--- config.mk ---
export PLATFORM = sky130hd
export DESIGN_NAME = seq_alu
export DESIGN_NICKNAME = d
export VERILOG_FILES = /design/src/rtl/seq_alu.sv
export SDC_FILE = /design/constraint.sdc
export NUM_CORES = 1
export LEC_CHECK = 0
export ABC_AREA = 0
export CORE_MARGIN = 4
export CORE_UTILIZATION = 54
export CTS_CLUSTER_DIAMETER = 100
export DETAILED_ROUTE_END_ITERATION = 6
export GPL_TIMING_DRIVEN = 0
export PLACE_DENSITY_LB_ADDON = 0.1
export SYNTH_ARGS = -nofsm -noshare
export SYNTH_HDL_FRONTEND = slang
export SYNTH_SLANG_ARGS = --single-unit
--- constraint.sdc ---
create_clock -name clk -period 3.2 [get_ports clk]
set_clock_uncertainty 0.15 [all_clocks]
set_input_delay 0.48 -clock clk [delete_from_list [all_inputs] [get_ports clk]]
set_output_delay 0.48 -clock clk [all_outputs]
set_load 0.05 [all_outputs]
--- src/rtl/seq_alu.sv ---
// Multi-cycle ALU: single-cycle ADD/SUB/XOR/CMP, bit-serial LSL/LSR, shift-add MUL.
// One operation per start/ready handshake; results are registered and held until the next completion.
module seq_alu #(
  parameter int unsigned WIDTH = 8,
  parameter int unsigned CMD_W = 3
) (
  input  logic             clk,
  input  logic             reset,
  input  logic             start,
  input  logic [CMD_W-1:0] alu_cmd,
  input  logic [WIDTH-1:0] inA,
  input  logic [WIDTH-1:0] inB,
  output logic             ready,
  output logic             done,
  output logic [WIDTH-1:0] rslt,
  output logic             flag,
  output logic             zero
);

  localparam int unsigned CNT_W = $clog2(WIDTH) + 1;
  localparam int unsigned ACC_W = 2 * WIDTH;

  localparam logic [CMD_W-1:0] OP_ADD = CMD_W'(3'b000);
  localparam logic [CMD_W-1:0] OP_LSL = CMD_W'(3'b001);
  localparam logic [CMD_W-1:0] OP_MUL = CMD_W'(3'b010);
  localparam logic [CMD_W-1:0] OP_XOR = CMD_W'(3'b011);
  localparam logic [CMD_W-1:0] OP_LSR = CMD_W'(3'b101);
  localparam logic [CMD_W-1:0] OP_SUB = CMD_W'(3'b110);
  localparam logic [CMD_W-1:0] OP_CMP = CMD_W'(3'b111);

  typedef enum logic {S_IDLE, S_BUSY} state_e;

  state_e             state_q, state_d;
  logic [CNT_W-1:0]   cnt_q, cnt_d;
  logic [CMD_W-1:0]   op_q, op_d;
  logic [WIDTH-1:0]   work_q, work_d;
  logic [ACC_W-1:0]   acc_q, acc_d;
  logic [ACC_W-1:0]   mcand_q, mcand_d;
  logic [WIDTH-1:0]   mplier_q, mplier_d;
  logic [WIDTH-1:0]   rslt_q, rslt_d;
  logic               flag_q, flag_d;
  logic               zero_q, zero_d;
  logic               done_q, done_d;

  logic               fin;
  logic [WIDTH-1:0]   res;
  logic               res_flag;
  logic               sh_left;
  logic [WIDTH-1:0]   sh_src;
  logic [WIDTH-1:0]   sh_val;
  logic               sh_out;
  logic [CNT_W-1:0]   shift_n;
  logic [ACC_W-1:0]   mul_sum;

  // Ready is a decode of the state so it rises in the first cycle after reset drops.
  assign ready = (state_q == S_IDLE) && !reset;
  assign done  = done_q;
  assign rslt  = rslt_q;
  assign flag  = flag_q;
  assign zero  = zero_q;

  always_ff @(posedge clk) begin
    if (reset) begin
      state_q  <= S_IDLE;
      cnt_q    <= '0;
      op_q     <= '0;
      work_q   <= '0;
      acc_q    <= '0;
      mcand_q  <= '0;
      mplier_q <= '0;
      rslt_q   <= '0;
      flag_q   <= 1'b0;
      zero_q   <= 1'b1;
      done_q   <= 1'b0;
    end else begin
      state_q  <= state_d;
      cnt_q    <= cnt_d;
      op_q     <= op_d;
      work_q   <= work_d;
      acc_q    <= acc_d;
      mcand_q  <= mcand_d;
      mplier_q <= mplier_d;
      rslt_q   <= rslt_d;
      flag_q   <= flag_d;
      zero_q   <= zero_d;
      done_q   <= done_d;
    end
  end

  always_comb begin
    state_d  = state_q;
    cnt_d    = cnt_q;
    op_d     = op_q;
    work_d   = work_q;
    acc_d    = acc_q;
    mcand_d  = mcand_q;
    mplier_d = mplier_q;
    rslt_d   = rslt_q;
    flag_d   = flag_q;
    zero_d   = zero_q;
    done_d   = 1'b0;
    fin      = 1'b0;
    res      = '0;
    res_flag = 1'b0;

    // One shared single-bit shifter: fed from the operand on accept, from work_q while busy.
    sh_left = (state_q == S_IDLE) ? (alu_cmd == OP_LSL) : (op_q == OP_LSL);
    sh_src  = (state_q == S_IDLE) ? inA : work_q;
    sh_val  = sh_left ? (sh_src << 1) : (sh_src >> 1);
    sh_out  = sh_left ? sh_src[WIDTH-1] : sh_src[0];
    shift_n = (inB >= WIDTH'(WIDTH)) ? CNT_W'(WIDTH) : CNT_W'(inB);
    mul_sum = acc_q + (mplier_q[0] ? mcand_q : '0);

    case (state_q)
      S_IDLE: begin
        if (start && ready) begin
          op_d = alu_cmd;
          case (alu_cmd)
            OP_ADD: begin
              {res_flag, res} = {1'b0, inA} + {1'b0, inB};
              fin = 1'b1;
            end
            OP_SUB: begin
              res      = inA - inB;
              res_flag = (inA < inB);
              fin      = 1'b1;
            end
            OP_XOR: begin
              res = inA ^ inB;
              fin = 1'b1;
            end
            OP_CMP: begin
              res_flag = (inA == inB);
              fin      = 1'b1;
            end
            OP_LSL, OP_LSR: begin
              // First bit moves on the accept edge; remaining n-1 bits run in BUSY.
              if (shift_n == '0) begin
                res = inA;
                fin = 1'b1;
              end else if (shift_n == CNT_W'(1)) begin
                res      = sh_val;
                res_flag = sh_out;
                fin      = 1'b1;
              end else begin
                work_d  = sh_val;
                cnt_d   = shift_n - CNT_W'(1);
                state_d = S_BUSY;
              end
            end
            OP_MUL: begin
              acc_d    = inB[0] ? ACC_W'(inA) : '0;
              mcand_d  = ACC_W'(inA) << 1;
              mplier_d = inB >> 1;
              cnt_d    = CNT_W'(WIDTH - 1);
              state_d  = S_BUSY;
            end
            default: fin = 1'b1;
          endcase
        end
      end
      S_BUSY: begin
        if (op_q == OP_MUL) begin
          acc_d    = mul_sum;
          mcand_d  = mcand_q << 1;
          mplier_d = mplier_q >> 1;
          res      = mul_sum[WIDTH-1:0];
          res_flag = |mul_sum[ACC_W-1:WIDTH];
        end else begin
          work_d   = sh_val;
          res      = sh_val;
          res_flag = sh_out;
        end
        if (cnt_q == CNT_W'(1)) begin
          fin = 1'b1;
        end else begin
          cnt_d = cnt_q - CNT_W'(1);
        end
      end
      default: state_d = S_IDLE;
    endcase

    if (fin) begin
      rslt_d  = res;
      flag_d  = res_flag;
      zero_d  = (res == '0);
      done_d  = 1'b1;
      state_d = S_IDLE;
    end
  end

endmodule

==> results of run 1 <==
==> logic make-up after synthesis <==
family | synth area share (%)
AND/OR/NAND/NOR | 21.4
AO/OA/AOI/OAI | 27.3
flip-flops | 26.7
buffers and inverters | 5.72
adder cells (fa/ha/maj) | 9.95
multiplexers | 5.28
XOR/XNOR | 3.77
==> through the flow <==
stage	total power [mW]	setup TNS [ns]	cell area, um2	utilization (%)
after CTS	2.06	0	5630	64.2
after floorplan	1.18	0	4890	-
after global placement	1.32	-11.23	5310	60.6
after detailed placement	1.33	-12.40	5310	60.6
final	2.07	0	5760	65.7
after global routing	2.15	-0.0295	5760	65.7
==> routing by layer <==
metal	share of wire [%]	vias up	GRT usage [%]
met5	0	-	0
met2	49	120	50.3
li1	-	2298	-
met1	44	2344	37.1
met4	2.3	0	10.7
met3	4.6	30	5.68
==> repair_timing <==
action / in CTS / in global routing
pin swaps: 7 / 27
buffers inserted: 5 / 5
gates resized for setup: 51 / 46
endpoints found under the setup margin: 22 / 5
==> state kept, by name (all words and copies together), names as in the netlist <==
signal    flops
acc_q        16
rslt          8
cnt_q         4
zero          1
mcand_q      15
mplier_q      7
work_q        8
done          1
op_q          3
flag          1
state_q       1
==> report_power, final <==
part / internal (mW) / switching [mW] / leakage (nW)
Combinational: 0.183 / 0.299 / 1.72
Clock: 0.384 / 0.350 / 0.107
Sequential: 0.835 / 0.0191 / 0.528
==> synthesized netlist by cell type, types with 8 or more instances <==
master | number | area (um2)
o21ai_0 | 22 | 110
nor2_1 | 63 | 236
and2_1 | 20 | 125
inv_1 | 23 | 86.3
dfxtp_1 | 65 | 1300
and3_1 | 13 | 81.3
a21oi_1 | 40 | 200
nand2_1 | 43 | 161
xnor2_1 | 14 | 123
nand3_1 | 8 | 40.0
nor2b_1 | 11 | 68.8
a22o_1 | 16 | 140
ha_1 | 34 | 425
clkbuf_1 | 24 | 90.1
a221oi_1 | 13 | 114
mux2i_1 | 22 | 220
nor3_1 | 12 | 60.1
a211oi_1 | 20 | 150
==> worst min-delay path by stage <==
stage | start | end | slack, ns | depth (start not counted)
after floorplan | mplier_q[6] | mplier_q[6] | 0.28 | 2
after global placement | rslt[7] | rslt[7] | 0.29 | 2
after detailed placement | rslt[7] | rslt[7] | 0.29 | 2
after CTS | rslt[7] | rslt[7] | 0.31 | 2
after global routing | alu_cmd[2] | op_q[2] | 0.32 | 3
final | rslt[7] | rslt[7] | 0.30 | 2
==> worst max-delay path, delay by kind of cell <==
kind | cells | cell delay (ns)
simple gates | 7 | 1.52
compound gates | 3 | 0.66
buf+inv | 1 | 0.34
fa+ha+maj | 1 | 0.24
==> final cells by class <==
type,instances,share of cell area [%]
multi-input cells,471,61.1
flip-flops and latches,65,22.7
repair buffers,39,5.63
plain buffers,33,3.15
clock buffers,10,2.39
well taps,108,2.35
inverters,24,1.56
clock inverters,6,1.15
==> impl_metrics.env, run 1 <==
export IMPL_reg_area_um2=1310
export IMPL_finalSetupViolCount=0
export IMPL_globalRoute_totalOverflow=0
export IMPL_die_height_um=103
export IMPL_synth_edf_count=0
export IMPL_synth_nets=655
export IMPL_ys_seq_area_share_pct=26.7
export IMPL_detailedRoute_firstIterationViolations=243
export IMPL_nets=702
export IMPL_initial_standard_cell_utilization_of_the_core_pct=55.7
export IMPL_avgRoutedWirePerCell_um=20.6
export IMPL_timing_reg2reg_worst_path_depth=11
export IMPL_yosys_most_used_dff="dfxtp_1"
export IMPL_floorplan_die_width_um=103
export IMPL_core_area_um2=8760
export IMPL_grt_first_pass_wirelength_um=24000
export IMPL_filler_cell_count=778
export IMPL_firstDrtPassIters=5
export IMPL_critical_path_slowest_cell="or4_1"
export IMPL_max_clock_freq_mhz=321
export IMPL_critical_path_cell_chain="dlygate4sd2_1, nor4_4, and2_4, nand2_1, ha_1, nor2b_2, and2_1, a221o_1, a21oi_2, nand4_1, or4_1, a21boi_1"
export IMPL_timing_worst_setup_path_type="in -> reg"
export IMPL_cts_tree="done"
export IMPL_synthesized_flop_and_latch_total=65
export IMPL_post_route_period_util_pct=97.5
export IMPL_syn_to_final_growth_pct=17.9
export IMPL_power_per_cell_area_nw_per_um2=359
export IMPL_drcViolationCount=0
export IMPL_post_route_min_period_ns=3.12
export IMPL_grt_max_degree=20
export IMPL_cts_root_buffer_cell="clkbuf_8"
export IMPL_critical_path_max_fanout=5
export IMPL_ys_warnings_count=0
export IMPL_final_setup_worst_slack_ns=0.0809
export IMPL_cts_buffer_depth=2
export IMPL_cts_hold_buf=0
export IMPL_wl_um=15600
export IMPL_grtUsageTotal_pct=29.5
export IMPL_multi_input_combinational_cell_area_um2=3520
export IMPL_mostFrequentLayoutCells="dfxtp_1 (64), nor2_1 (63), nand2_1 (43)"
export IMPL_rows=34
export IMPL_detailedPlacementHpwl_um=11800
export IMPL_worst_setup_hold_path_clk_slew_ns=0.08
export IMPL_detailed_route_via_count=4792
export IMPL_preCtsSetupSlack_ns=-1.10
export IMPL_cts_sinks=65
export IMPL_post_drt_via_cell_ratio=6.34
export IMPL_htreeDepth=3
export IMPL_globalplace_congestion=0.969
export IMPL_slew_limit_headroom_pct=34.6
export IMPL_timing_final_max_slew_violations=0
export IMPL_worst_setup_path_end_kind="flop"
export IMPL_postRouteAntennaNets=0
export IMPL_layout_cells_non_filler=756
export IMPL_outcome="completed"
export IMPL_critPathCapture="zero"
export IMPL_hold_viol=0
export IMPL_crit_required_ns=3.33
export IMPL_initial_antenna_violation_count=0
export IMPL_most_common_cell_after_layout_fill_and_taps_aside="dfxtp_1"
export IMPL_reg2reg_to="flag"
export IMPL_crit_path_start_kind="input port"
export IMPL_antennaDiodeCount=0
export IMPL_synth_area_um2=4880
export IMPL_io_buffers=29
export IMPL_post_synth_num_cell_types=78
export IMPL_tightest_slew_ns=0.979
export IMPL_holdCritPathClass="reg -> reg"
export IMPL_clkLatencyLatePin_ns=0.34
export IMPL_ir_drop_v=0.000261
export IMPL_post_synth_inst_count=596
export IMPL_timing_hold_ws_ns=0.304
export IMPL_fp_dieArea_um2=10600
export IMPL_critical_path_max_stage_delay_ns=0.51
export IMPL_worstSetupStartpoint="inB[6]"
export IMPL_post_route_cells_drive_above_1_share_pct=16.0
export IMPL_number_of_buffers_created_by_cts=9
export IMPL_timing_rr_start="mplier_q[0]"
export IMPL_grt_pass1_vias=4581
export IMPL_static_leakage_power_nw=2.35
export IMPL_asyncSetResetFlopFracSynth_pct=0
export IMPL_reg2reg_setup_slack_ns=0.12
export IMPL_maxCapViolations=0
export IMPL_synth_avg_cell_area_um2=8.19
export IMPL_arrival_ns=3.25
export IMPL_place_inst=733
export IMPL_design_portCount=34
(Power assumes the default switching activity.)
==> run 2: changes to the inputs <==
--- a/config.mk
+++ b/config.mk
@@ -12,6 +12,7 @@
 export DETAILED_ROUTE_END_ITERATION = 6
 export GPL_TIMING_DRIVEN = 0
 export PLACE_DENSITY_LB_ADDON = 0.1
+export REMOVE_ABC_BUFFERS = 1
 export SYNTH_ARGS = -nofsm -noshare
 export SYNTH_HDL_FRONTEND = slang
 export SYNTH_SLANG_ARGS = --single-unit
==> run 2 against run 1 <==
  * Combinational power decreased by 4.2%
  * Worst hold slack got worse by 0.0076 ns
  * Setup slack got worse by 0.033 ns
  * First-iteration DRC count is 30% higher
  * Die area stayed put
  * Clock-buffer cell count unchanged
  * Core utilization down 0.30 points
  * Critical endpoint unchanged
  * Largest power group unchanged
  * Highest routed layer unchanged
==> impl_metrics.env, run 2 (synthesis results as in run 1) <==
export IMPL_swShare_pct=31.7
export IMPL_detailedPlacementHpwl_um=10100
export IMPL_fp_dieArea_um2=10600
export IMPL_floorplan_die_width_um=103
export IMPL_antennaDiodeCount=0
export IMPL_largest_register_ffs=16
export IMPL_critical_path_max_fanout=10
export IMPL_drcViolationCount=0
export IMPL_design_portCount=34
export IMPL_clkLatencyLatePin_ns=0.35
export IMPL_cts_root_buffer_cell="clkbuf_8"
export IMPL_final_core_util_pct=65.4
export IMPL_syn_to_final_growth_pct=17.4
export IMPL_crit_required_ns=3.33
export IMPL_hold_path_startpoint="rslt[7]"
export IMPL_detailedRoute_firstIterationViolations=316
export IMPL_grt_pass1_vias=4352
export IMPL_reg2reg_to="zero"
export IMPL_slew_limit_headroom_pct=37.8
export IMPL_timing_critical_path_buf_inv=2
export IMPL_tightest_slew_ns=0.930
export IMPL_holdCritPathClass="reg -> reg"
export IMPL_initial_antenna_violation_count=0
export IMPL_maxCapViolations=0
export IMPL_arrival_ns=3.28
export IMPL_timing_reg2reg_worst_path_depth=11
export IMPL_most_common_cell_after_layout_fill_and_taps_aside="dfxtp_1"
export IMPL_timing_rr_start="mplier_q[0]"
export IMPL_layout_cells_non_filler=734
export IMPL_number_of_buffers_created_by_cts=9
export IMPL_rsz0062_at_grt="true"
export IMPL_power_share_clock_pct=35.6
export IMPL_timing_final_max_slew_violations=0
export IMPL_grt_max_degree=47
export IMPL_detailed_route_via_count=4663
export IMPL_post_drt_via_cell_ratio=6.35
export IMPL_place_inst=703
export IMPL_postRouteAntennaNets=0
export IMPL_cts_buffer_depth=2
export IMPL_mostFrequentLayoutCells="dfxtp_1 (63), nor2_1 (60), nand2_1 (43)"
export IMPL_timing_worst_setup_path_type="in -> reg"
export IMPL_crit_path_start_kind="input port"
export IMPL_hold_viol=0
export IMPL_post_route_cells_drive_above_1_share_pct=15.3
export IMPL_worst_setup_path_end_kind="flop"
export IMPL_finalSetupViolCount=0
export IMPL_reg2reg_setup_slack_ns=0.13
export IMPL_avgRoutedWirePerCell_um=18.9
export IMPL_cts_sinks=65
export IMPL_post_route_min_period_ns=3.15
export IMPL_power_share_combinational_pct=22.4
export IMPL_post_route_period_util_pct=98.5
export IMPL_top_regs="acc_q: 16 flops, mcand_q: 15 flops"
export IMPL_globalplace_congestion=0.921
export IMPL_grt_first_pass_wirelength_um=22100
export IMPL_outcome="completed"
export IMPL_initial_standard_cell_utilization_of_the_core_pct=55.7
export IMPL_cts_tree="done"
export IMPL_die_height_um=103
export IMPL_timing_hold_ws_ns=0.297
export IMPL_ir_drop_v=0.000217
export IMPL_htreeDepth=3
export IMPL_grtUsageTotal_pct=26.6
export IMPL_internal_power_mw=1.40
export IMPL_final_setup_worst_slack_ns=0.0475
export IMPL_firstDrtPassIters=5
export IMPL_max_clock_freq_mhz=317
export IMPL_critical_path_max_stage_delay_ns=0.51
export IMPL_io_buffers=33
export IMPL_rows=34
export IMPL_fin_tns_setup_ns=0
export IMPL_critical_path_cell_chain="dlygate4sd2_1, inv_1, ha_4, nand2b_1, a211oi_2, o31a_1, o221ai_2, a2111oi_4, o2111ai_2, or4_1, a21boi_1"
export IMPL_largest_register="acc_q"
export IMPL_wl_um=13800
export IMPL_hold_path_endpoint="rslt[7]"
export IMPL_switching_power_mw=0.652
export IMPL_globalRoute_totalOverflow=0
export IMPL_preCtsSetupSlack_ns=-1.45
export IMPL_critical_path_top_delay_family="compound AO/OA/AOI/OAI gates"
export IMPL_core_area_um2=8760
export IMPL_sequentialPowerShare_pct=42.0
export IMPL_critical_path_slowest_cell="or4_1"
export IMPL_worst_setup_hold_path_clk_slew_ns=0.08
export IMPL_nets=680
export IMPL_static_leakage_power_nw=2.34
export IMPL_cts_hold_buf=0
export IMPL_min_path_cells=2
export IMPL_power_per_cell_area_nw_per_um2=358
## run 2: cell count changes in the layout (fill, tap and decap cells not counted), moves of 3 or more
| cell | before | now |
|---|---|---|
| buf_6 | 6 | 2 |
| ha_2 | 3 | 6 |
| clkbuf_2 | 7 | 0 |
| clkbuf_1 | 21 | 0 |
| buf_2 | 6 | 3 |
| dlygate4sd2_1 | 1 | 9 |
| nor2_1 | 63 | 60 |
## run 2: tightest hold or removal path, stage by stage (launching register included)
cell     delay [ns]
dfxtp_1        0.32
nand2_1        0.05
nand2_1        0.04
## run 2: layout make-up
type | count | area, um2
clock buffers | 10 | 138
multi-input cells | 471 | 3530
inverters | 24 | 90.1
repair buffers | 50 | 460
well taps | 108 | 135
clock inverters | 6 | 66.3
fillers | 781 | 3030
flip-flops and latches | 65 | 1310
## run 2: timing repair
action,4_1_cts,5_1_grt
setup buffers,12,2
endpoints found under the hold margin,0,0
endpoints found under the setup margin,51,27
resized for setup,53,27
pin swaps,15,13
## run 2: power by group through the flow
stage	Sequential, mW	Combinational, mW	Clock, mW
2_1_floorplan	0.905	0.242	0
3_3_place_gp	0.880	0.413	0
3_5_place_dp	0.880	0.422	0
4_1_cts	0.860	0.445	0.738
5_1_grt	0.866	0.497	0.778
6_report	0.862	0.461	0.731
## run 2: layer usage
| metal | track usage, % | vias to the layer above | wire length [um] |
|---|---|---|---|
| met5 | 0 | - | 0 |
| met4 | 9.66 | 0 | 362 |
| met3 | 4.33 | 31 | 710 |
| met2 | 43.2 | 152 | 6570 |
| met1 | 35.5 | 2222 | 6200 |
| li1 | - | 2258 | - |
## run 2: metrics by stage
step	total power [mW]	cell area [um2]
final	2.05	5730
after global routing	2.14	5730
after CTS	2.04	5610
after detailed placement	1.30	5190
after global placement	1.29	5160
after floorplan	1.15	4690
## run 2: worst max path at each step
stage / startpoint / endpoint / depth (start not counted)
2_1_floorplan: mplier_q[0] / flag / 11
3_3_place_gp: reset / acc_q[15] / 5
3_5_place_dp: state_q / acc_q[5] / 6
4_1_cts: inA[0] / zero / 13
5_1_grt: inB[2] / zero / 11
6_report: inB[2] / zero / 11
==> run 3: changes to the inputs <==
--- a/config.mk
+++ b/config.mk
@@ -6,7 +6,6 @@
 export NUM_CORES = 1
 export LEC_CHECK = 0
 export ABC_AREA = 0
-export CORE_MARGIN = 4
 export CORE_UTILIZATION = 54
 export CTS_CLUSTER_DIAMETER = 100
 export DETAILED_ROUTE_END_ITERATION = 6
==> run 3 against run 2 <==
  * The run now ends with negative setup slack left
  * Setup slack got worse by 0.11 ns
  * Routed wire length fell by 1.1%
  * Critical path depth rose by 2
  * Worst hold slack got worse by 0.060 ns
  * Maximum frequency fell by 3.5%
  * Total power rose by 3.7%
  * Non-clock buffer count fell by 6
  * Register-to-register slack got worse by 0.03 ns
  * Sequential share of layout area rose by 0.10 points
  * Clock-buffer cell count fell by 1
  * Highest routed layer unchanged
==> impl_metrics.env, run 3 (synthesis results as in run 1) <==
export IMPL_outcome="finished with violations"
export IMPL_failed_checks="negative setup slack"
export IMPL_most_common_cell_after_layout_fill_and_taps_aside="dfxtp_1"
export IMPL_globalRoute_totalOverflow=0
export IMPL_critical_path_cell_chain="clkdlybuf4s15_2, inv_2, ha_2, inv_1, fa_2, a211oi_2, o21bai_1, a21oi_2, o221ai_2, a2111oi_4, o2111ai_2, or4_4, a21boi_1"
export IMPL_syn_to_final_growth_pct=16.9
export IMPL_rows=34
export IMPL_grtUsageTotal_pct=29.0
export IMPL_core_area_um2=8720
export IMPL_grt_first_pass_wirelength_um=22100
export IMPL_gr_max_usage_layer="met2"
export IMPL_post_route_cells_drive_above_1_share_pct=13.5
export IMPL_detailedRoute_firstIterationViolations=329
export IMPL_place_inst=703
export IMPL_final_setup_worst_slack_ns=-0.0671
export IMPL_nets=674
export IMPL_static_leakage_power_nw=2.33
export IMPL_timing_rr_start="mplier_q[0]"
export IMPL_timing_reg2reg_worst_path_depth=11
export IMPL_max_clock_freq_mhz=306
export IMPL_critical_path_slowest_cell="or4_4"
export IMPL_holdCritPathClass="in -> reg"
export IMPL_die_height_um=97.1
export IMPL_sequentialPowerShare_pct=40.4
export IMPL_wl_um=13700
export IMPL_htreeDepth=3
export IMPL_finalSetupViolCount=1
export IMPL_slew_limit_headroom_pct=18.4
export IMPL_post_route_period_util_pct=102
export IMPL_maxCapViolations=0
export IMPL_met2_usage_pct=48.4
export IMPL_tightest_slew_ns=1.22
export IMPL_number_of_buffers_created_by_cts=9
export IMPL_firstDrtPassIters=5
export IMPL_pnr_total_power_mw=2.13
export IMPL_worst_setup_hold_path_clk_slew_ns=0.08
export IMPL_timing_worst_setup_path_type="in -> reg"
export IMPL_post_route_min_period_ns=3.27
export IMPL_internal_power_mw=1.46
export IMPL_hold_viol=0
export IMPL_design_portCount=34
export IMPL_cts_tree="done"
export IMPL_mostFrequentLayoutCells="dfxtp_1 (63), nor2_1 (62), nand2_1 (43)"
export IMPL_worst_path_stages=13
export IMPL_crit_path_start_kind="input port"
export IMPL_clkLatencyLatePin_ns=0.35
export IMPL_layout_cells_non_filler=728
export IMPL_cts_root_buffer_cell="clkbuf_8"
export IMPL_largest_register_ffs=16
export IMPL_critical_path_max_stage_delay_ns=0.52
export IMPL_grt_max_degree=53
export IMPL_initial_antenna_violation_count=0
export IMPL_rsz0062_at_grt="true"
export IMPL_avgRoutedWirePerCell_um=18.8
export IMPL_swShare_pct=31.2
export IMPL_timing_final_max_slew_violations=0
export IMPL_drcViolationCount=0
export IMPL_cts_sinks=65
export IMPL_globalplace_congestion=0.978
export IMPL_reg2reg_to="zero"
export IMPL_critical_path_top_delay_family="compound AO/OA/AOI/OAI gates"
export IMPL_fp_dieArea_um2=9420
export IMPL_power_per_cell_area_nw_per_um2=373
export IMPL_largest_register="acc_q"
export IMPL_reg2reg_setup_slack_ns=0.10
export IMPL_power_share_clock_pct=37.9
export IMPL_gr_usage_met3_pct=4.10
export IMPL_post_drt_via_cell_ratio=6.44
export IMPL_arrival_ns=3.40
export IMPL_worst_setup_path_end_kind="flop"
export IMPL_power_share_combinational_pct=21.7
export IMPL_ir_drop_v=0.000195
export IMPL_grt_pass1_vias=4404
export IMPL_floorplan_die_width_um=97.1
export IMPL_switching_power_mw=0.665
export IMPL_detailedPlacementHpwl_um=9760
export IMPL_initial_standard_cell_utilization_of_the_core_pct=56.0
export IMPL_worstSetupStartpoint="inA[0]"
export IMPL_postRouteAntennaNets=0
export IMPL_cts_hold_buf=0
export IMPL_met1_usage_pct=37.6
export IMPL_cts_buffer_depth=2
export IMPL_critical_path_max_fanout=5
export IMPL_critPathCapture="zero"
export IMPL_detailed_route_via_count=4686
export IMPL_timing_critical_path_buf_inv=3
export IMPL_top_regs="acc_q: 16 flops, mcand_q: 15 flops"
export IMPL_io_buffers=33
export IMPL_antennaDiodeCount=0
export IMPL_crit_required_ns=3.34
## run 3: layout make-up
cell class / instances / area (um2)
Clock inverter: 7 / 100
Fill cell: 745 / 3020
Timing Repair Buffer: 44 / 420
Sequential cell: 65 / 1310
Clock buffer: 9 / 124
Tap cell: 108 / 135
Multi-Input combinational cell: 471 / 3530
Inverter: 24 / 90.1
## run 3: per-layer routing
metal,share of wire [%],wire (um),vias to the layer above
met4,2.8,378,0
li1,-,-,2238
met5,0,0,-
met2,48,6540,158
met1,44,6080,2261
met3,5.1,691,29
## run 3: power by group through the flow
stage                     combinational [mW]  clock (mW)  sequential, mW
after floorplan                        0.242           0           0.905
after global placement                 0.411           0           0.880
after detailed placement               0.419           0           0.880
after CTS                              0.443       0.821           0.861
after global routing                   0.495       0.865           0.865
final                                  0.462       0.807           0.860
## run 3: worst min path at each step
stage | startpoint | endpoint | slack, ns | depth (start not counted)
floorplan | mplier_q[6] | mplier_q[6] | 0.28 | 2
global placement | rslt[7] | rslt[7] | 0.29 | 2
detailed placement | rslt[7] | rslt[7] | 0.29 | 2
CTS | reset | mplier_q[6] | 0.22 | 2
global route | reset | cnt_q[3] | 0.24 | 2
finish | reset | mplier_q[6] | 0.24 | 2
## run 3: per-stage QoR
stage	area [um2]	hold WS (ns)	setup TNS [ns]	utilization, %	setup slack, ns
3_5_place_dp	5190	0.291	-34.22	59.5	-1.38
2_1_floorplan	4690	0.275	0	-	0.0793
4_1_cts	5650	0.220	0	64.7	0.00224
6_report	5710	0.236	-0.0671	65.4	-0.0671
5_1_grt	5710	0.242	-0.258	65.4	-0.150
3_3_place_gp	5160	0.286	-100.98	59.1	-2.39
## run 3: what timing repair did
item                       CTS  global route
buffers inserted             7             3
gates resized for setup     56            13
setup endpoints to repair   49            29
pin swaps                   12            14
## run 3: worst register-to-register path, cell delays in order (launching register included)
cell       delay [ns]
dfxtp_4          0.38
and2_1           0.15
ha_2             0.19
fa_2             0.36
buf_4            0.14
buf_4            0.13
xnor2_1          0.19
nor2_1           0.12
a2111oi_4        0.42
nand4_1          0.14
or4_4            0.54
a21boi_1         0.12
